<file path="config.mk">
export PLATFORM = sky130hd
export DESIGN_NAME = idelay_tap_cal
export DESIGN_NICKNAME = d
export VERILOG_FILES = /design/src/rtl/adc_cal_pkg.sv /design/src/rtl/cal_window_track.sv /design/src/rtl/idelay_tap_cal.sv
export SDC_FILE = /design/constraint.sdc
export NUM_CORES = 1
export LEC_CHECK = 0
export ABC_AREA = 1
export CORE_MARGIN = 2
export CORE_UTILIZATION = 35
export DETAILED_ROUTE_END_ITERATION = 12
export SKIP_CTS_REPAIR_TIMING = 1
export SLEW_MARGIN = 25
export SYNTH_ARGS = -nofsm -noshare
export SYNTH_HDL_FRONTEND = slang
export SYNTH_SLANG_ARGS = --single-unit
</file>
<file path="constraint.sdc">
create_clock -name clk_div -period 3.34 [get_ports clk_div]
set_input_delay 0.334 -clock clk_div [delete_from_list [all_inputs] [get_ports clk_div]]
set_output_delay 0.334 -clock clk_div [all_outputs]
set_load 0.02 [all_outputs]
</file>
<file path="src/rtl/adc_cal_pkg.sv">
// Shared types and helpers for the ADC lane delay calibration logic.
package adc_cal_pkg;

    localparam int         DEF_TAP_W   = 9;
    localparam logic [7:0] DEF_PATTERN = 8'hAA;
    localparam int         DEF_MIN_EYE = 4;

    typedef enum logic [2:0] {
        ST_IDLE,
        ST_LOAD,
        ST_SETTLE,
        ST_CHECK,
        ST_EVAL,
        ST_FINAL,
        ST_CENTER,
        ST_DONE
    } cal_state_t;

    // Centre of a window. The sum is wide enough that it never wraps; the
    // caller truncates to the tap width (start + width never exceeds the
    // tap range plus one).
    function automatic logic [31:0] center_tap(input logic [31:0] start_tap,
                                               input logic [31:0] width);
        return start_tap + (width >> 1);
    endfunction

endpackage

</file>
<file path="src/rtl/cal_window_track.sv">
// Tracks the current run of passing taps and the widest run seen so far.
// best_start/best_len are presented as they would be once the open window
// is closed, so the result is usable in the same cycle that close is raised.
module cal_window_track
    import adc_cal_pkg::*;
#(
    parameter int TAP_W = DEF_TAP_W
) (
    input  logic             clk_div,
    input  logic             rst,
    input  logic             clear,
    input  logic             step,
    input  logic             pass,
    input  logic [TAP_W-1:0] tap,
    input  logic             close,
    output logic [TAP_W-1:0] best_start,
    output logic [TAP_W:0]   best_len
);

    logic [TAP_W-1:0] cur_start;
    logic [TAP_W:0]   cur_len;
    logic [TAP_W-1:0] best_start_q;
    logic [TAP_W:0]   best_len_q;
    logic             take_cur;

    // Strictly wider only: on a tie the earlier window is kept.
    always_comb begin
        take_cur   = (cur_len > best_len_q);
        best_start = take_cur ? cur_start : best_start_q;
        best_len   = take_cur ? cur_len   : best_len_q;
    end

    // Extend the open window on a pass; close it on a fail or at the end.
    always_ff @(posedge clk_div or posedge rst) begin
        if (rst) begin
            cur_start    <= '0;
            cur_len      <= '0;
            best_start_q <= '0;
            best_len_q   <= '0;
        end else if (clear) begin
            cur_start    <= '0;
            cur_len      <= '0;
            best_start_q <= '0;
            best_len_q   <= '0;
        end else if (step) begin
            if (pass) begin
                if (cur_len == '0)
                    cur_start <= tap;
                cur_len <= cur_len + (TAP_W+1)'(1);
            end else begin
                if (take_cur) begin
                    best_start_q <= cur_start;
                    best_len_q   <= cur_len;
                end
                cur_len <= '0;
            end
        end else if (close) begin
            if (take_cur) begin
                best_start_q <= cur_start;
                best_len_q   <= cur_len;
            end
            cur_len <= '0;
        end
    end

endmodule

</file>
<file path="src/rtl/idelay_tap_cal.sv">
// Per-lane IDELAY tap sweep: finds the widest passing window of the
// training pattern and loads its centre tap.
//
// state  | meaning
// IDLE   | waiting for start
// LOAD   | one-cycle load pulse with the current sweep tap
// SETTLE | let the delay line settle after the load
// CHECK  | compare data_in against the training word
// EVAL   | feed pass/fail to the window tracker, advance the tap
// FINAL  | close open window, compute the centre tap
// CENTER | one-cycle load pulse with the result tap
// DONE   | report completion, back to IDLE
module idelay_tap_cal
    import adc_cal_pkg::*;
#(
    parameter int                TAP_W      = DEF_TAP_W,
    parameter int                MAX_TAP    = 511,
    parameter int                DATA_W     = 8,
    parameter logic [DATA_W-1:0] PATTERN    = DEF_PATTERN,
    parameter int                SETTLE_CYC = 16,
    parameter int                CHECK_CYC  = 64,
    parameter int                MIN_EYE    = DEF_MIN_EYE
) (
    input  logic              clk_div,
    input  logic              rst,
    input  logic              start,
    input  logic [DATA_W-1:0] data_in,
    output logic [TAP_W-1:0]  tap_value,
    output logic              load,
    output logic              busy,
    output logic              done,
    output logic              cal_fail,
    output logic [TAP_W-1:0]  eye_start,
    output logic [TAP_W:0]    eye_width
);

    localparam int CNT_MAX = (SETTLE_CYC > CHECK_CYC) ? SETTLE_CYC : CHECK_CYC;
    localparam int CNT_W   = $clog2(CNT_MAX);

    cal_state_t       state;
    logic [TAP_W-1:0] tap;
    logic [CNT_W-1:0] cnt;
    logic             tap_fail;

    logic             trk_clear;
    logic             trk_step;
    logic             trk_close;
    logic [TAP_W-1:0] best_start;
    logic [TAP_W:0]   best_len;

    assign trk_clear = (state == ST_IDLE) && start;
    assign trk_step  = (state == ST_EVAL);
    assign trk_close = (state == ST_FINAL);

    cal_window_track #(
        .TAP_W (TAP_W)
    ) u_track (
        .clk_div    (clk_div),
        .rst        (rst),
        .clear      (trk_clear),
        .step       (trk_step),
        .pass       (~tap_fail),
        .tap        (tap),
        .close      (trk_close),
        .best_start (best_start),
        .best_len   (best_len)
    );

    // Sweep sequencer with registered outputs; tap_value only changes on
    // entry to LOAD, FINAL result, or a new start, so it is held through SETTLE.
    always_ff @(posedge clk_div or posedge rst) begin
        if (rst) begin
            state     <= ST_IDLE;
            tap       <= '0;
            cnt       <= '0;
            tap_fail  <= 1'b0;
            tap_value <= '0;
            load      <= 1'b0;
            busy      <= 1'b0;
            done      <= 1'b0;
            cal_fail  <= 1'b0;
            eye_start <= '0;
            eye_width <= '0;
        end else begin
            case (state)
                ST_IDLE: begin
                    if (start) begin
                        tap       <= '0;
                        tap_value <= '0;
                        load      <= 1'b1;
                        busy      <= 1'b1;
                        done      <= 1'b0;
                        cal_fail  <= 1'b0;
                        eye_start <= '0;
                        eye_width <= '0;
                        state     <= ST_LOAD;
                    end
                end
                ST_LOAD: begin
                    load  <= 1'b0;
                    cnt   <= CNT_W'(SETTLE_CYC - 1);
                    state <= ST_SETTLE;
                end
                ST_SETTLE: begin
                    if (cnt == '0) begin
                        cnt      <= CNT_W'(CHECK_CYC - 1);
                        tap_fail <= 1'b0;
                        state    <= ST_CHECK;
                    end else begin
                        cnt <= cnt - CNT_W'(1);
                    end
                end
                ST_CHECK: begin
                    if (data_in != PATTERN)
                        tap_fail <= 1'b1;
                    if (cnt == '0)
                        state <= ST_EVAL;
                    else
                        cnt <= cnt - CNT_W'(1);
                end
                ST_EVAL: begin
                    if (tap == TAP_W'(MAX_TAP)) begin
                        state <= ST_FINAL;
                    end else begin
                        tap       <= tap + TAP_W'(1);
                        tap_value <= tap + TAP_W'(1);
                        load      <= 1'b1;
                        state     <= ST_LOAD;
                    end
                end
                ST_FINAL: begin
                    eye_start <= best_start;
                    eye_width <= best_len;
                    if (best_len >= (TAP_W+1)'(MIN_EYE)) begin
                        tap_value <= TAP_W'(center_tap(32'(best_start), 32'(best_len)));
                        cal_fail  <= 1'b0;
                    end else begin
                        tap_value <= '0;
                        cal_fail  <= 1'b1;
                    end
                    load  <= 1'b1;
                    state <= ST_CENTER;
                end
                ST_CENTER: begin
                    load  <= 1'b0;
                    busy  <= 1'b0;
                    done  <= 1'b1;
                    state <= ST_DONE;
                end
                ST_DONE: begin
                    state <= ST_IDLE;
                end
                default: begin
                    state <= ST_IDLE;
                end
            endcase
        end
    end

endmodule

</file>
# Word-level counts from Yosys, hierarchy flattened
# Cells that the tools add are included.
[totals]
register_bits = 89
latchBits = 0
ram_bits = 0
romBits = 0
inputBits = 11
output_inout_bits = 32
word_cells = 108
mem_count = 0
[classes]
n_addsub = 4
mul = 0
div_mod_pow = 0
order_cmp = 2
n_eq_ne = 17
n_shift = 0
muxes = 45
bitwise = 0
n_reduce_logical = 25
[op_table]
columns = ["operator", "count"]
rows = [
  ["$mux 9", 12],
  ["$mux 10", 10],
  ["$pmux 9 s2", 2],
  ["$pmux 9 s3", 1],
  ["$pmux 3 s8", 1],
  ["$pmux 10 s2", 1],
  ["$pmux 6 s3", 1],
  ["$reduce_and 3->1", 6],
  ["$eq 3x3->1 const B", 4],
  ["$mux 3", 4],
  ["$mux 6", 2],
  ["$ne 2x2->1 const B", 6],
  ["$reduce_bool 2->1", 6],
  ["$add 10x1->10 const B", 1],
  ["$ge 10x3->1 const B", 1],
  ["$gt 10x10->1", 1],
  ["$logic_not 10->1", 1],
  ["$add 9x1->9 const B", 1],
  ["$add 9x9->9", 1],
  ["$eq 9x9->1 const B", 1],
  ["$reduce_bool 3->1", 3],
  ["$ne 8x8->1 const B", 1],
  ["$pmux 1 s2", 4],
  ["$reduce_and 2->1", 4],
  ["12 further kinds", 18],
]

# Longest topological paths before layout
[depth]
ltp_word = 5
mapped_depth = 24

# Modules after synthesis
# From an unflattened synthesis, not the netlist that was laid out.
[hier_totals]
cells_unflattened = 702
hier_area_um2 = 5363.9
[by_module_without_submodules]
columns = ["mod", "instances", "cells_each", "area_per_inst_um2", "seq_area_each_um2"]
rows = [
  ["idelay_tap_cal", 1, 387, 2914.0, 1276.2],
  ["cal_window_track", 1, 315, 2449.8, 950.9],
]

# Least setup slack after synthesis
# No wires, ideal clock.
[synth_path]
kind = "reg2reg"
startpoint = "reg u_track.cur_len[5]"
endpoint = "reg tap_value[6]"
arrival_time_ns = 3.059
path_slack_ns = 0.159
path_stages_with_launch = 21
path_buffers = 2
period_less_slack_ns = 3.181
path_cell_list = "dfrtp_1 ha_1 nand2_1 nor2_1 nand3_1 nand3_2 nand2_2 buf_6 buf_2 o21ai_0 inv_1 ha_1 fa_1 nand3_1 nand2_1 nand2_1 a21oi_1 nor2_1 xor2_1 nand3b_1 a21oi_1"
[synth_via]
elab_chain_len = 5
elab_cells_between_ends = 7
classes_between = "add/sub (1); order compare (2); mux (4)"
[synth_lines]
columns = ["item", "line_no", "rtl"]
rows = [
  ["start, declared", "cal_window_track.sv:21", "logic [TAP_W:0] cur_len;"],
  ["start signal, assigned", "cal_window_track.sv:49", "cur_len <= cur_len + (TAP_W+1)'(1);"],
  ["$gt 10x10->1", "cal_window_track.sv:28", "take_cur = (cur_len > best_len_q);"],
  ["$mux 9 / $mux 10 (equally long branches)", "cal_window_track.sv:29, cal_window_track.sv:30", ""],
  ["$add 9x9->9 / $ge 10x3->1 (equally long branches)", "adc_cal_pkg.sv:24, idelay_tap_cal.sv:134", ""],
  ["$mux 9 (*)", "idelay_tap_cal.sv:134", "if (best_len >= (TAP_W+1)'(MIN_EYE)) begin"],
  ["$pmux 9 s3 (*)", "idelay_tap_cal.sv:85", "case (state)"],
  ["end signal, assigned", "idelay_tap_cal.sv:126", "tap_value <= tap + TAP_W'(1);"],
  ["end signal, assigned", "idelay_tap_cal.sv:135", "tap_value <= TAP_W'(center_tap(32'(best_start), 32'(best_len)));"],
  ["end, declared", "idelay_tap_cal.sv:28", "output logic [TAP_W-1:0] tap_value,"],
]
# Every way passes the cells marked *; elsewhere a longest branch is shown, timed or not.
# A chain may end at the register's enable or synchronous reset.

# Worst setup path in the final report
[layout_path]
startpoint = "reg u_track.cur_len[3]"
endpoint = "reg tap_value[6]"
# Same word-level chain as after synthesis.

==> metrics.yaml <==
fmax_ghz: 0.3222
p_sw_mw: 0.4334
pwr-share-seq: 0.513
path_cells: "ha_1 -> nand2_1 -> nor2_1 -> nand3_1 -> nand3_2 -> nand2_4 -> buf_4 -> nand2_1 -> o21ai_2 -> ha_1 -> fa_2 -> nand3_1 -> nand2_1 -> nand2_1 -> a21oi_1 -> nor2_1 -> xor2_1 -> nand3b_1 -> a21oi_1"
arrival_ns: 3.33
syn_area_per_cell_sq_um: 7.992
dp.cells: 850
cts_tree: "yes"
io_buffers: 42
worstReg2RegEnd: "tap_value[6]"
start_util: 0.3596
ys_types: 40
layout-drive-gt1-share: 0.1047
worstReg2RegStart: "u_track.cur_len[3]"
place.gp.congestion: 0.9547
post-route-period-util: 0.9291
status: "completed"
setup_violations: 0
sw_frac_of_total: 0.2064
worstSetupEndpointType: "register"
crit_top_cell: "nand2_1"
grt_pass1_wl_um: 21160
worst-path-stages: 19
wl_per_cell_um: 14.39
maxSlewViolCount: 0
relSlewSlack: 0.4087
clk_pin_slew_ns: 0.06
use_met3: 0.03709
insertedDiodeCount: 0
ant_nets: 0
maxCapViolations: 0
fin_skew_ns: 0.007337
vias: 4316
htree_levels: 3
netlist_area_sq_um: 5011
antenna_found_initial: 0
synth_edf_count: 0
ys_warn_count: 0
tns_ns: 0
rows: 43
multi_input_area_sq_um: 2356
min_path_type: "in -> async"
synth-seq-area-share: 0.4444
reg2reg_depth: 19
busiest_layer: "met2"
via_per_inst: 4.972
critPathTopFamily: "simple AND/OR/NAND/NOR gates"
clockBufferDepth: 2
crit_buf_inv: 1
tightest_slew_ns: 0.8810
r2r_setup_slack_ns: 0.24
finalPower_mw: 2.100
final_nets: 724
clkPwrFrac: 0.469
crit_path_end: "tap_value[6]"
dp_slack_ns: 0.1163
area_growth_pct: 21.12
critical_path_class: "reg -> reg"
layout.area.seq_sq_um: 2227
slowest_delay_ns: 0.41
drt_iter0_drc: 242
combPwrFrac: 0.018
total_leakage_power_nw: 2.998
synth_seq_cells: 89
grt.met2_usage: 0.2857
cts_made_buffers: 9
grt_max_degree: 47
synthArstFlopShare: 1.000
core_sq_um: 13930
nFillCells: 1359
p_int_mw: 1.666
track_usage: 0.1795
power_density_nw_per_um2: 346.0
insertion_delay_ns: 0.34
cp_slowest_cell: "dfrtp_1"
drc: 0
rsz0062_at_grt: "no"
synth_fp_nets: 667
setup_ws_ns: 0.2367
critPathMaxFanout: 7
worstSetupStartpoint: "u_track.cur_len[3]"
hpwl_um: 9342
timing.hold.ws_ns: 0.4443
die_y_um: 123.7
first_pass_iters: 4
grt_pass1_vias: 4270
cts-root-buf: "clkbuf_16"
grt-ovfl-total: 0
crit_required_ns: 3.57
dieArea_sq_um: 15290
clock-sinks: 89
met1_usage: 0.2376
finalCriticalPeriod_ns: 3.103
ys.flop_type: "dfrtp_1"
netlist_instances: 627
start_kind: "register"
ir_worst_vdd_mv: 0.2276
finalNonFillerCells: 868
die_w_um: 123.7
boundaryPins: 43
wirelength_um: 12490
hold_viol_final: 0
[area by class of cell]
type,instances,area share
clock buffer,12,0.03896
clock inverter,3,0.007009
inverter,102,0.06329
multi-input combinational,418,0.3882
sequential,89,0.3669
tap,180,0.03711
timing repair buffer,64,0.09854
[how the worst min path moves through the flow]
stage	from	end	slack, ns
after floorplan	tap[3]	tap[3]	0.47
after global placement	done	done	0.46
after detailed placement	done	done	0.47
after CTS	rst	eye_width[0]	0.48
after global routing	done	done	0.49
final	rst	eye_width[0]	0.44
[layer usage]
metal	wire, um	share of wire	up-vias
li1	-	-	2171
met1	5847	0.47	2027
met2	5763	0.46	92
met3	586	0.047	26
met4	293	0.023	0
met5	0	0	-
[worst reg2reg max path, cell delays in order, from the launching register on]
cell and delay (ns):
dfrtp_1 0.41, ha_1 0.31, nand2_1 0.06, nor2_1 0.13, nand3_1 0.12, nand3_2 0.12, nand2_4 0.09, buf_4 0.18
nand2_1 0.07, o21ai_2 0.06, ha_1 0.22, fa_2 0.36, nand3_1 0.11, nand2_1 0.09, nand2_1 0.10, a21oi_1 0.07
nor2_1 0.11, xor2_1 0.16, nand3b_1 0.16, a21oi_1 0.08
[power by group through the flow]
stage	registers, mW	clock network [mW]	logic [mW]
after floorplan	1.10	0	0.0167
after global placement	1.10	0	0.0384
after detailed placement	1.10	0	0.0393
after CTS	1.08	1.01	0.0395
after global routing	1.08	1.06	0.0428
final	1.08	0.984	0.0374
[cell usage after synthesis, types with 2 or more instances]
cell      count  area share
o21ai_2       5      0.0087
nor3_1       10       0.010
buf_2         7      0.0070
buf_4         2      0.0030
nand3b_1      6      0.0090
a21boi_0      2      0.0030
nand4_1       5      0.0062
buf_6         2      0.0045
o21ai_0      65       0.065
o22ai_1      17       0.021
nand2_2       5      0.0062
dfrtp_1      89        0.44
ha_1         28       0.070
nor2_2        3      0.0037
nand2_1     124       0.093
inv_2         5      0.0037
nor2_4        2      0.0045
inv_1        97       0.073
nand3_1      29       0.029
xor2_1        7       0.012
nor2_1       44       0.033
clkbuf_1      7      0.0052
o21ai_1       5      0.0050
a21oi_1      42       0.042
nor4_1        3      0.0037
o211ai_1      2      0.0030
[cell families after synthesis]
| kind of cell | share of synthesized area |
|---|---|
| buf+inv | 0.09613 |
| xor+xnor | 0.01398 |
| flops | 0.4444 |
| simple gates | 0.2117 |
| fa+ha+maj | 0.07391 |
| compound gates | 0.1598 |
[sequential cells by signal (all words and copies together), names as in the netlist]
name,flops
cnt,6
cal_fail,1
tap_fail,1
eye_start,9
busy,1
state,3
tap,9
u_track.best_start_q,9
u_track.cur_start,9
load,1
u_track.cur_len,10
u_track.best_len_q,10
eye_width,10
done,1
tap_value,9
[per-stage QoR]
step	util	instance area [sq um]
2_1_floorplan	-	5011
6_report	0.4356	6070
3_5_place_dp	0.4092	5702
4_1_cts	0.4292	5981
3_3_place_gp	0.4092	5702
5_1_grt	0.4356	6070
[layout by cell type, fill, tap and decap left out, types with 2 or more instances in the layout]
cell type        instances
nor4_1                   3
nand3b_1                 6
o211ai_1                 2
nor2_2                   3
clkinv_2                 2
clkbuf_16                9
ha_4                     2
nor2_1                  44
clkbuf_1                 3
o21ai_2                  6
ha_1                    25
a21boi_0                 2
a21oi_1                 40
dfrtp_1                 89
a21oi_2                  3
nand2_4                  2
nor2_4                   2
o21ai_1                  8
o21ai_0                 61
nand2_1                121
nand4_1                  5
inv_2                    5
xor2_1                   7
inv_1                   96
nand2_2                  7
clkdlybuf4s50_1         42
nand3_1                 29
nor3_1                  10
buf_4                   21
o22ai_1                 17
Note: power is estimated with default switching activity, not from simulation.
